`src/rtl/obj_loader.sv`:
```
// Mesh stream loader: parses the V/F header, range-checks the payload size and
// writes every payload word into the OBJ RAM at consecutive addresses from 0.
module obj_loader #(
  parameter int ADDR_W = 9,
  parameter int DATA_W = 32,
  parameter int DEPTH  = 512
) (
  input  logic              clk,
  input  logic              rst,
  input  logic              start,
  input  logic              s_valid,
  input  logic [DATA_W-1:0] s_data,
  output logic              s_ready,
  output logic              ram_en,
  output logic [ADDR_W-1:0] ram_a,
  output logic [3:0]        ram_we,
  output logic [DATA_W-1:0] ram_di,
  output logic [31:0]       vertex_count,
  output logic [31:0]       face_count,
  output logic              busy,
  output logic              load_done,
  output logic              load_err
);

  // 3*(V+F) with 32-bit V and F needs 35 bits; one spare keeps the compare unsigned-safe.
  localparam int N_W = 36;

  typedef enum logic [2:0] {IDLE, HDR_V, HDR_F, CHECK, LOAD, FLUSH, ERR} state_t;

  state_t            state, state_nxt;
  logic [ADDR_W-1:0] cnt;
  logic [ADDR_W-1:0] last_addr;
  logic [N_W-1:0]    n_words;
  logic              hs;
  logic              hdr_ok;

  function automatic logic header_ok(input logic [31:0] v, input logic [31:0] f,
                                     input logic [N_W-1:0] n);
    return (v != 32'd0) && (f != 32'd0) && (n <= N_W'(DEPTH));
  endfunction

  assign n_words = N_W'(3) * (N_W'(vertex_count) + N_W'(face_count));
  assign hdr_ok  = header_ok(vertex_count, face_count, n_words);
  assign hs      = s_valid && s_ready;

  always_ff @(posedge clk or posedge rst) begin
    if (rst) state <= IDLE;
    else     state <= state_nxt;
  end

  always_comb begin
    state_nxt = state;
    s_ready   = 1'b0;
    case (state)
      IDLE:  if (start) state_nxt = HDR_V;
      HDR_V: begin
        s_ready = 1'b1;
        if (hs) state_nxt = HDR_F;
      end
      HDR_F: begin
        s_ready = 1'b1;
        if (hs) state_nxt = CHECK;
      end
      CHECK: state_nxt = hdr_ok ? LOAD : ERR;
      LOAD: begin
        s_ready = 1'b1;
        if (hs && (cnt == last_addr)) state_nxt = FLUSH;
      end
      FLUSH: state_nxt = IDLE;
      ERR:   state_nxt = IDLE;
      default: state_nxt = IDLE;
    endcase
  end

  // Registered RAM port, header capture and status flags
  always_ff @(posedge clk or posedge rst) begin
    if (rst) begin
      ram_en       <= 1'b0;
      ram_a        <= '0;
      ram_we       <= 4'h0;
      ram_di       <= '0;
      vertex_count <= 32'd0;
      face_count   <= 32'd0;
      busy         <= 1'b0;
      load_done    <= 1'b0;
      load_err     <= 1'b0;
      cnt          <= '0;
      last_addr    <= '0;
    end else begin
      ram_en    <= 1'b0;
      ram_we    <= 4'h0;
      load_done <= 1'b0;
      case (state)
        IDLE: if (start) begin
          busy         <= 1'b1;
          load_err     <= 1'b0;
          vertex_count <= 32'd0;
          face_count   <= 32'd0;
          cnt          <= '0;
        end
        HDR_V: if (hs) vertex_count <= 32'(s_data);
        HDR_F: if (hs) face_count <= 32'(s_data);
        CHECK: last_addr <= ADDR_W'(n_words - N_W'(1));
        LOAD: if (hs) begin
          ram_en <= 1'b1;
          ram_we <= 4'hF;
          ram_a  <= cnt;
          ram_di <= s_data;
          cnt    <= cnt + ADDR_W'(1);
        end
        FLUSH: begin
          load_done <= 1'b1;
          busy      <= 1'b0;
        end
        ERR: begin
          load_err <= 1'b1;
          busy     <= 1'b0;
        end
        default: ;
      endcase
    end
  end

endmodule
```
`config.mk`:
```
export PLATFORM = sky130hd
export DESIGN_NAME = obj_loader
export DESIGN_NICKNAME = d
export VERILOG_FILES = /design/src/rtl/obj_loader.sv
export SDC_FILE = /design/constraint.sdc
export NUM_CORES = 1
export LEC_CHECK = 0
export ABC_CLOCK_PERIOD_IN_PS = 6800
export CORE_UTILIZATION = 41
export CTS_CLUSTER_SIZE = 25
export DETAILED_ROUTE_END_ITERATION = 8
export PLACE_DENSITY_LB_ADDON = 0.15
export SYNTH_ARGS = -nofsm -noshare
export SYNTH_HDL_FRONTEND = slang
export SYNTH_SLANG_ARGS = --single-unit
```
`constraint.sdc`:
```
create_clock -name clk -period 6.8 [get_ports clk]
set_input_delay 0.68 -clock clk [delete_from_list [all_inputs] [get_ports clk]]
set_output_delay 0.68 -clock clk [all_outputs]
set_load 0.02 [all_outputs]
```
; After elaboration in Yosys (flattened, before gate mapping)
; Cells that the tools add are included.
[word_totals]
reg_bits = 134
latch_bits = 0
mem_bits_rw = 0
rom_bits = 0
inputBits = 36
output_inout_bits = 114
elab_cells = 73
memories = 0
[op_classes]
n_addsub = 3
multipliers = 1
div = 0
magnitude_cmp = 1
eq_ne = 12
shifts = 0
n_mux = 23
n_bitwise = 0
reduce_logical = 21
[op_table]
columns = op, count
row1 = $pmux W32 S2, 2
row2 = $mux W32, 2
row3 = $reduce_bool A32 Y1, 2
row4 = $le A35 B10 Y1 const B, 1
row5 = $mul A2 B33 Y35 const A, 1
row6 = $add A32 B32 Y33, 1
row7 = $mux W9, 2
row8 = $pmux W9 S2, 1
row9 = $pmux W3 S5, 1
row10 = $mux W3, 4
row11 = $ne A2 B2 Y1 const B, 5
row12 = $reduce_bool A2 Y1, 5
row13 = $add A9 B1 Y9 const B, 1
row14 = $eq A3 B3 Y1 const B, 3
row15 = $eq A9 B9 Y1, 1
row16 = $reduce_and A3 Y1, 3
row17 = $sub A9 B1 Y9 const B, 1
row18 = $mux W4, 2
row19 = $eq A3 B2 Y1 const B, 2
row20 = $mux W1, 6
row21 = $reduce_and A2 Y1, 3
row22 = $logic_and A1 B1 Y1, 4
row23 = $pmux W1 S2, 2
row24 = $reduce_and A4 Y1, 1
row25 = 5 further kinds, 5

; Longest topological paths before layout
; Gate-level depths: netlist of the first run.
[logic_depth]
ltp_word = 7
mapped_depth = 28
depth_no_buf = 27

; Least setup slack after synthesis of the first run
; Ideal clock, no wire load.
[synth_timing]
kind = register to register
from = register vertex_count[0]
to = register state[1]
setup_ns = 0.124
arrival_ns = 5.329
required_time_ns = 6.676
path_slack_ns = 1.347
path_stages_with_launch = 29
path_buffers = 1
period_less_slack_ns = 5.453
path_cell_list = dfrtp_1 -> ha_1 -> inv_1 -> fa_1 -> nand2b_1 -> a21oi_1 -> o2111a_2 -> o32a_1 -> a311oi_2 -> o21a_1 -> o21bai_1 -> a21oi_1 -> o21bai_1 -> a21oi_1 -> xnor2_1 -> ha_1 -> clkbuf_1 -> nand2_1 -> o21ai_1 -> a211oi_1 -> o31a_1 -> and3_1 -> nor4_1 -> nand3_1 -> nor4_1 -> o2111ai_1 -> nor4_2 -> nand4_1 -> o31a_1
[synth_between]
elab_chain_len = 6
elab_cells_between_ends = 8
cone_classes = add/sub: 1 / mul: 1 / order compare: 1 / mux: 2 / reduce/logical: 3
[synth_rtl]
columns = element, line
row1 = start: declaration, 18  ; output logic [31:0] vertex_count,
row2 = start signal: assignment, 101  ; HDR_V: if (hs) vertex_count <= 32'(s_data);
row3 = $add A32 B32 Y33, 42  ; assign n_words = N_W'(3) * (N_W'(vertex_count) + N_W'(face_count));
row4 = $mul A2 B33 Y35, 42
row5 = $le A35 B10 Y1, 39  ; return (v != 32'd0) && (f != 32'd0) && (n <= N_W'(DEPTH));
row6 = $logic_and A1 B1 Y1 (*), 39
row7 = $mux W2 (*), 64  ; CHECK: state_nxt = hdr_ok ? LOAD : ERR;
row8 = $pmux W3 S5 (*), 54  ; case (state)
row9 = end signal: assignment, 48  ; else state <= state_nxt;
row10 = end: declaration, 30  ; state_t state, state_nxt;
; Every way passes the cells marked *; elsewhere a longest branch is shown, timed or not.
; A chain may end at the register's enable or synchronous reset.

; Worst setup path after layout of the first run
[layout_timing]
from = register vertex_count[9]
to = register state[1]
; The elaborated chain is that of the path after synthesis.

==> summary by stage, run 1 <==
Run status
The run finished with clean final reports.

Yosys
The most instantiated flip-flop cell in the synthesis netlist is dfrtp_1. Counting distinct cell types in the post-synthesis netlist gives 81. The share of synthesized area occupied by flip-flops and latches is 0.365.

The post-synthesis area per instance is 8.98 um2. The count of flip-flops with a built-in enable after synthesis is 0. The share of synthesized area in the top cell type comes to 0.365. Yosys printed 0 warnings. The async set or reset register ratio after synthesis is 1.00. The instance count of the mapped netlist is 991. By area the synthesized netlist is led by dfrtp_1 37%, ha_1 9.4%, nand2_1 7.0%. The net count after synthesis is 1096.

Summing every instance area after synthesis gives 0.00890 mm2. The count of state elements after synthesis is 130. The biggest area contributor in the post-synthesis netlist is dfrtp_1.

Power
In this run the static leakage power is 5.00 nW. The maximum vdd ir drop is 218 uV. Dividing total power by cell area gives a power density of 626 mW/mm2.

Routing
In the routed design, unresolved DRC markers number 0. The detail route stage leaves a number of antenna-violating nets equal to 0. The routed layout has 7791 vias. In the routed layout, each cell is associated on average with a via count of 5.53.

The count of routing violations after the opening detailed-route iteration is 465. The first detailed-routing pass ran for 5 iterations. The average detailed-routed wire length per instance is 19.1 um.

The total wirelength of the detailed-routed design is 26800 um.

Die
The width of the chip is 149 um. The number of placed I/O pins is 150. The row count is 53.

The core box area is 0.0212 mm2. The die covers 0.0223 mm2. The floorplan step set the die height to 149 um.

The initial core utilization is 0.421.

Clocking
The number of clock buffers inserted by TritonCTS is 17. The number of levels the H-tree was split into is 4. The post-CTS resize count is 0.

The root buffer cell chosen for the clock tree is clkbuf_16. For the worst-skew pair, the clock arrives at the later sink with an insertion delay of 0.42 ns. CTS saw 130 sinks. The hold-fix buffer count after cts is 0.

TritonCTS built the clock tree. Clock-pin slew was measured on the worst setup and hold paths at 0.06 ns. The maximum clock insertion buffer count is 2. The number of buffers inserted to repair setup after CTS is 0.

Timing
The final count of pins violating max slew is 0. The total setup violations reported at the end of the flow is 0. The time the final worst path needs with I/O delays and setup is 6.14 ns. The number of hold-slack violations in the final timing report is 0.

The slew at the pin closest to its max-slew limit is 1.07 ns. In the finished design, the share of the clock period the worst path needs comes to 0.903. The final setup slack of the worst path is 0.659 ns. Setup repair after global routing left no endpoint under its margin. Final hold analysis gives a worst-case slack of 0.506 ns. The fmax is 163 MHz. The clock arrives with 0.0120 ns of skew. The remaining max-slew budget at the tightest pin is 0.284. The setup TNS after final layout is 0 ns.

Finish
Of the cells placed in the final design, the portion with a size suffix greater than 1 is 0.108. Summing all multi-input logic gate instances after layout gives 0.00533 mm2. From synthesis to final layout, the design area changed by 25.6%. The library cells used most frequently in the layout, excluding fill and tap cells, are 165 x nand2_1, 149 x clkdlybuf4s50_1, 130 x dfrtp_1.

The sequential cell area in the final layout is 0.00325 mm2. After the last flow step, the layout net total stands at 1226. The number of fill cells is 1948. The library cell used most frequently in the layout, excluding fill and tap cells, is nand2_1.

The total inserted antenna cells is 0. For this run, the number of standard cells in the final layout without fillers is 1409.

Global route
In this run the most used layer during global routing was met1. For this run, global-route usage on met1 was measured as 0.384. The initial antenna violation count was 0. For this run, global-route usage on met2 was measured as 0.359. The number of global-route vias before repair is 7517. For this run, the total global-route usage over all layers was measured as 0.252. The global-route wire length before repair is 43200 um. In the global route stage, met3 resource usage came out at 0.0453. Entering global routing, the biggest net connects 80 pins. The overall overflow remaining after global route is 0.

Worst setup path
The worst path arrival time is 6.45 ns. The kind of end point of the critical path is a register. The highest fanout seen on the critical path is 7. The required arrival time at the worst endpoint is 7.11 ns. Counting stages on the worst path, the most repeated cell is nor4_1. The critical path startpoint category is a register.

The slowest stage of the critical path is the dfrtp_1 cell. The largest single stage delay on the critical path is 0.41 ns. The setup path with the least slack is of type reg -> reg.

Placement
Port buffering added 149 buffers. The minimum setup slack after placement is 0.759 ns. The HPWL after detailed placement is 20200 um. The cell count after placement is 1377. At the end of routability-driven placement, the weighted congestion stood at 0.890.

Hold path
The tightest min-delay check is of the reg -> reg type.

Run
The number of maximum-capacitance constraint violations is 0.
[synthesized netlist by cell type (3+ instances only)]
library cell,count
nand2_1,165
dfrtp_1,130
o21ai_0,68
ha_1,67
a21oi_1,52
nand3_1,50
nor2_1,50
xnor2_1,44
mux2_2,42
clkbuf_1,34
inv_1,29
xor2_1,24
nor4_1,21
nand4_1,16
a21o_1,15
nor3_1,13
nand2b_1,11
a31oi_1,9
nor3b_1,8
o21ai_1,8
o21bai_1,8
a211oi_1,7
and3_1,7
mux2i_1,7
nor2b_1,6
or2_2,6
buf_4,5
or3_1,5
o21a_1,4
o31a_1,4
a21oi_2,3
inv_2,3
nand3b_1,3
o2111ai_1,3
o211ai_1,3
o21ai_2,3
[flip-flops by register name (all words and copies together) (netlist names)]
register      cells
busy              1
ram_di           32
ram_we            1
cnt               9
load_err          1
load_done         1
ram_a             9
vertex_count     32
state             3
last_addr         9
face_count       32
[critical path, delay by kind of cell, from the launching register on]
family / cells / cell delay (ns)
DFF: 1 / 0.41
AOI/OAI and AO/OA: 15 / 3.03
and+or+nand+nor: 8 / 1.57
adders and majority gates: 2 / 0.78
xor gates and xnor gates: 1 / 0.22
[stage by stage]
step / power, mW / instance area [um2] / util
global placement: 6.02 / 10600 / 0.500
finish: 7.00 / 11200 / 0.529
CTS: 6.98 / 11200 / 0.529
global route: 7.53 / 11200 / 0.529
floorplan: 4.60 / 8900 / -
detailed placement: 6.00 / 10600 / 0.500
[final timing paths]
kind	slack, ns	cells after the start	from	endpoint
worst max-delay path	0.66	26	vertex_count[9]$_DFFE_PP0P_	state[1]$_DFFE_PP0P_
worst min-delay path	0.51	1	ram_di[8]$_DFFE_PP0P_	ram_di[8]$_DFFE_PP0P_
worst max register to register	0.66	26	vertex_count[9]$_DFFE_PP0P_	state[1]$_DFFE_PP0P_
worst min register to register	0.51	1	ram_di[8]$_DFFE_PP0P_	ram_di[8]$_DFFE_PP0P_
max in group asynchronous	4.58	3	rst	vertex_count[7]$_DFFE_PP0P_
min in group asynchronous	0.72	2	rst	ram_di[23]$_DFFE_PP0P_
[area by class of cell]
class,count,share of cell area
Inverter,32,0.0110
Sequential cell,130,0.291
Timing Repair Buffer,155,0.137
Multi-Input combinational cell,785,0.477
Clock buffer,18,0.0384
Clock inverter,14,0.0151
Tap cell,275,0.0308
[report_power, final]
| group | internal (mW) | switching, mW |
|---|---|---|
| registers | 1.07 | 0.344 |
| clock network | 0.553 | 0.389 |
| logic | 1.89 | 2.76 |
| total | 3.50 | 3.50 |
[cells by family (layout without fill, tap and decap cells)]
group / Yosys count / in the layout / share of synthesized area
AOI/OAI and AO/OA: 221 / 221 / 0.163
xor gates and xnor gates: 70 / 70 / 0.0706
adders and majority gates: 71 / 71 / 0.101
buffers and inverters: 76 / 219 / 0.0384
DFF: 130 / 130 / 0.365
muxes: 49 / 49 / 0.0610
and+or+nand+nor: 374 / 374 / 0.201
[routing by layer]
layer,share of wire,up-vias
met1,0.50,3760
met3,0.050,23
li1,-,3814
met5,0,-
met2,0.43,194
met4,0.013,0
(Power assumes the default switching activity.)
==> run 2, diff against run 1 <==
--- a/config.mk
+++ b/config.mk
@@ -6,6 +6,7 @@
 export NUM_CORES = 1
 export LEC_CHECK = 0
 export ABC_CLOCK_PERIOD_IN_PS = 6800
+export CAP_MARGIN = 10
 export CORE_UTILIZATION = 41
 export CTS_CLUSTER_SIZE = 25
 export DETAILED_ROUTE_END_ITERATION = 8
==> results of run 2 <==
The final DEF is identical to that of run 1; final timing and power are the same.
==> run 3, diff against run 2 <==
--- a/config.mk
+++ b/config.mk
@@ -7,6 +7,7 @@
 export LEC_CHECK = 0
 export ABC_CLOCK_PERIOD_IN_PS = 6800
 export CAP_MARGIN = 10
+export CORE_MARGIN = 2
 export CORE_UTILIZATION = 41
 export CTS_CLUSTER_SIZE = 25
 export DETAILED_ROUTE_END_ITERATION = 8
==> run 3 against run 2 <==
Compared with the run above:
- maximum frequency rose by 1.3%
- via count fell by 0.69%
- sequential share of layout area fell by 0.075 points
- clock power rose by 2%
- critical path depth rose by 1
- sequential power barely moved
- sequential cell count did not move
- final cell count did not move
- die area rose by 2.7%
- register-to-register slack improved by 0.08 ns
- design area rose by 0.26%
- global-route usage fell by 2.1 points
- critical path type unchanged
- critical endpoint unchanged
- largest power group unchanged
- highest routed layer unchanged
==> summary by stage, run 3 (synthesized netlist as in run 1, its figures left out) <==
Global route
Summed over all layers, the global routing overflow is 0. Across every metal layer, demand over resource in global routing totals 0.231. The initial antenna violation count is 0.

The number of global-route vias before repair is 7162. The global-route wire length before repair is 40600 um. The pin count of the biggest net entering global routing is 68.

Finish
The number of antenna diodes in the final layout is 0. Leaving out fill and tap cells, the most frequent cells in the layout are 165 x nand2_1, 149 x clkdlybuf4s50_1, 130 x dfrtp_1. The number of fill cells is 1984. Once layout is done, the placed cells without fillers occupy 0.0112 mm2. Summing all multi-input logic gate instances after layout gives 0.00533 mm2. Across the whole layout, storage elements account for 0.00325 mm2. The area added between synthesis and finish is 25.9%. The most frequent standard cell in the layout excluding fill and tap cells is nand2_1. The fraction of final layout cells with drive strength greater than 1 is 0.108. After the last flow step, the layout net total stands at 1226.

The largest registers in the layout are face_count (32), ram_di (32), vertex_count (32).

Clocking
After clock tree synthesis, the clock-pin slew on the worst setup and hold paths is 0.06 ns. The sink count of the clock tree is 130. After clock tree synthesis, the repair step resized 0 gates. Buffers inserted during clock tree synthesis total 17. The clock tree from TritonCTS is built. The H-tree was split into 4 levels. The number of buffers inserted to repair setup after CTS is 0. The maximum clock insertion buffer count is 2. The source-to-sink clock delay at the later pin of the worst-skew pair is 0.42 ns. Buffers inserted to repair hold after CTS numbered 0.

The CTS root buffer is clkbuf_16.

Worst setup path
The worst register-to-register path begins at vertex_count[0]$_DFFE_PP0P_. Data arrives at the worst endpoint at 6.36 ns. The launch point of the critical path is vertex_count[0]$_DFFE_PP0P_.

The critical path's largest stage delay is 0.41 ns. The most critical setup path has its endpoint at state[1]$_DFFE_PP0P_. In this run the critical register-to-register path is captured at state[1]$_DFFE_PP0P_. At the worst endpoint, the required time is 7.10 ns. The register-to-register path setup slack is 0.74 ns. STA classifies the critical path startpoint as a register. The worst reg2reg path depth is 27. The critical path start-end classification is reg -> reg. The largest individual stage delay along the critical path comes from the cell dfrtp_1. Along the worst path, the maximum fanout reaches 7. Counting stages on the worst path, the most repeated cell is a21oi_1.

The kind of end point of the critical path is a register.

Die
The width of the chip is 151 um. The core box area is 0.0212 mm2. The height of the chip is 151 um. The number of placed I/O pins is 150. The row count is 53. The area enclosed by the die boundary is 0.0229 mm2.

For this configuration, the core starts out at a cell density of 0.421.

Power
The leakage power summed over all cells is 5.02 nW. The final total power is 7.02 mW. VDD sags by at most 239 uV.

In this run the power density over the cells is 626 mW/mm2.

Timing
The number of hold-slack violations in the final timing report is 0. Subtracting the final worst setup slack from the clock period gives 6.06 ns. The largest clock skew in the final design is 0.0114 ns. In the finished design, the share of the clock period the worst path needs comes to 0.892. The worst pin sits at a relative slew slack of 0.318. Timing would allow up to 165 MHz.

The slew at the pin closest to its max-slew limit is 1.02 ns. Setup repair after global routing left no endpoint under its margin. Setup violations remaining at the end of the flow were counted as 0. The setup TNS after final layout is 0 ns. The final count of pins violating max slew is 0.

Routing
The total wirelength of the detailed-routed design is 26000 um. The count of routing violations after the opening detailed-route iteration is 516. The final route contains 7737 vias.

For this run, the detailed router's first-pass iteration total came to 5. Once detail routing completed, the nets flagged for antenna violations numbered 0. The residual DRC count is 0. The average detailed-routed wire length per instance is 18.5 um. Using the TritonRoute via totals, the vias-per-cell ratio works out to 5.49.

Placement
Once detailed placement completed, the half-perimeter wirelength came to 19900 um. The placed standard-cell area is 0.0106 mm2. At the end of routability-driven placement, the weighted congestion stood at 0.904. The count of buffers added on input and output ports is 149.

Run
Max-cap violations in this run came to 0.

Hold path
The worst hold-check path type is reg -> reg.

Run status
The run finished with clean final reports.
run 3: layout make-up:
class,count,share of cell area
clock buffers,19,0.0404
clock inverters,13,0.0155
inverters,32,0.0109
multi-input cells,785,0.475
flip-flops and latches,130,0.290
well taps,275,0.0307
repair buffers,155,0.137
run 3: report_power, final:
| group | switching, mW | internal (mW) | leakage, nW |
|---|---|---|---|
| registers | 0.341 | 1.07 | 1.71 |
| clock network | 0.359 | 0.603 | 0.302 |
| logic | 2.76 | 1.89 | 3.00 |
run 3: stage by stage:
step | worst slack, ns | cells | util | hold slack [ns]
finish | 0.736 | 1409 | 0.530 | 0.502
global route | 0.346 | 1409 | 0.530 | 0.517
CTS | 0.824 | 1409 | 0.530 | 0.508
detailed placement | 0.864 | 1377 | 0.500 | 0.494
global placement | 0.992 | 1377 | 0.500 | 0.489
floorplan | 1.35 | 991 | - | 0.469
run 3: how the worst min path moves through the flow:
stage,from,to,slack [ns],cells after the start
after floorplan,last_addr[0]$_DFFE_PP0N_,last_addr[0]$_DFFE_PP0N_,0.47,2
after global placement,ram_di[16]$_DFFE_PP0P_,ram_di[16]$_DFFE_PP0P_,0.49,1
after detailed placement,last_addr[5]$_DFFE_PP0N_,last_addr[5]$_DFFE_PP0N_,0.49,2
after CTS,ram_di[2]$_DFFE_PP0P_,ram_di[2]$_DFFE_PP0P_,0.51,1
after global routing,ram_di[13]$_DFFE_PP0P_,ram_di[13]$_DFFE_PP0P_,0.52,1
final,ram_di[2]$_DFFE_PP0P_,ram_di[2]$_DFFE_PP0P_,0.50,1
run 3: worst max-delay path: cells and delay by family, from the launching register on:
family | cells | cell delay [ns]
AO/OA/AOI/OAI | 15 | 3.35
XOR/XNOR | 1 | 0.17
adder cells (fa/ha/maj) | 3 | 0.77
buffers and inverters | 1 | 0.07
flip-flops | 1 | 0.41
AND/OR/NAND/NOR | 7 | 1.19
run 3: metal layers:
layer  GRT usage  vias up  wire length, um
met5           0        -                0
met4      0.0636        0              449
met3      0.0464       35             1360
met2       0.329      198            11300
met1       0.353     3694            12900
li1            -     3810                -
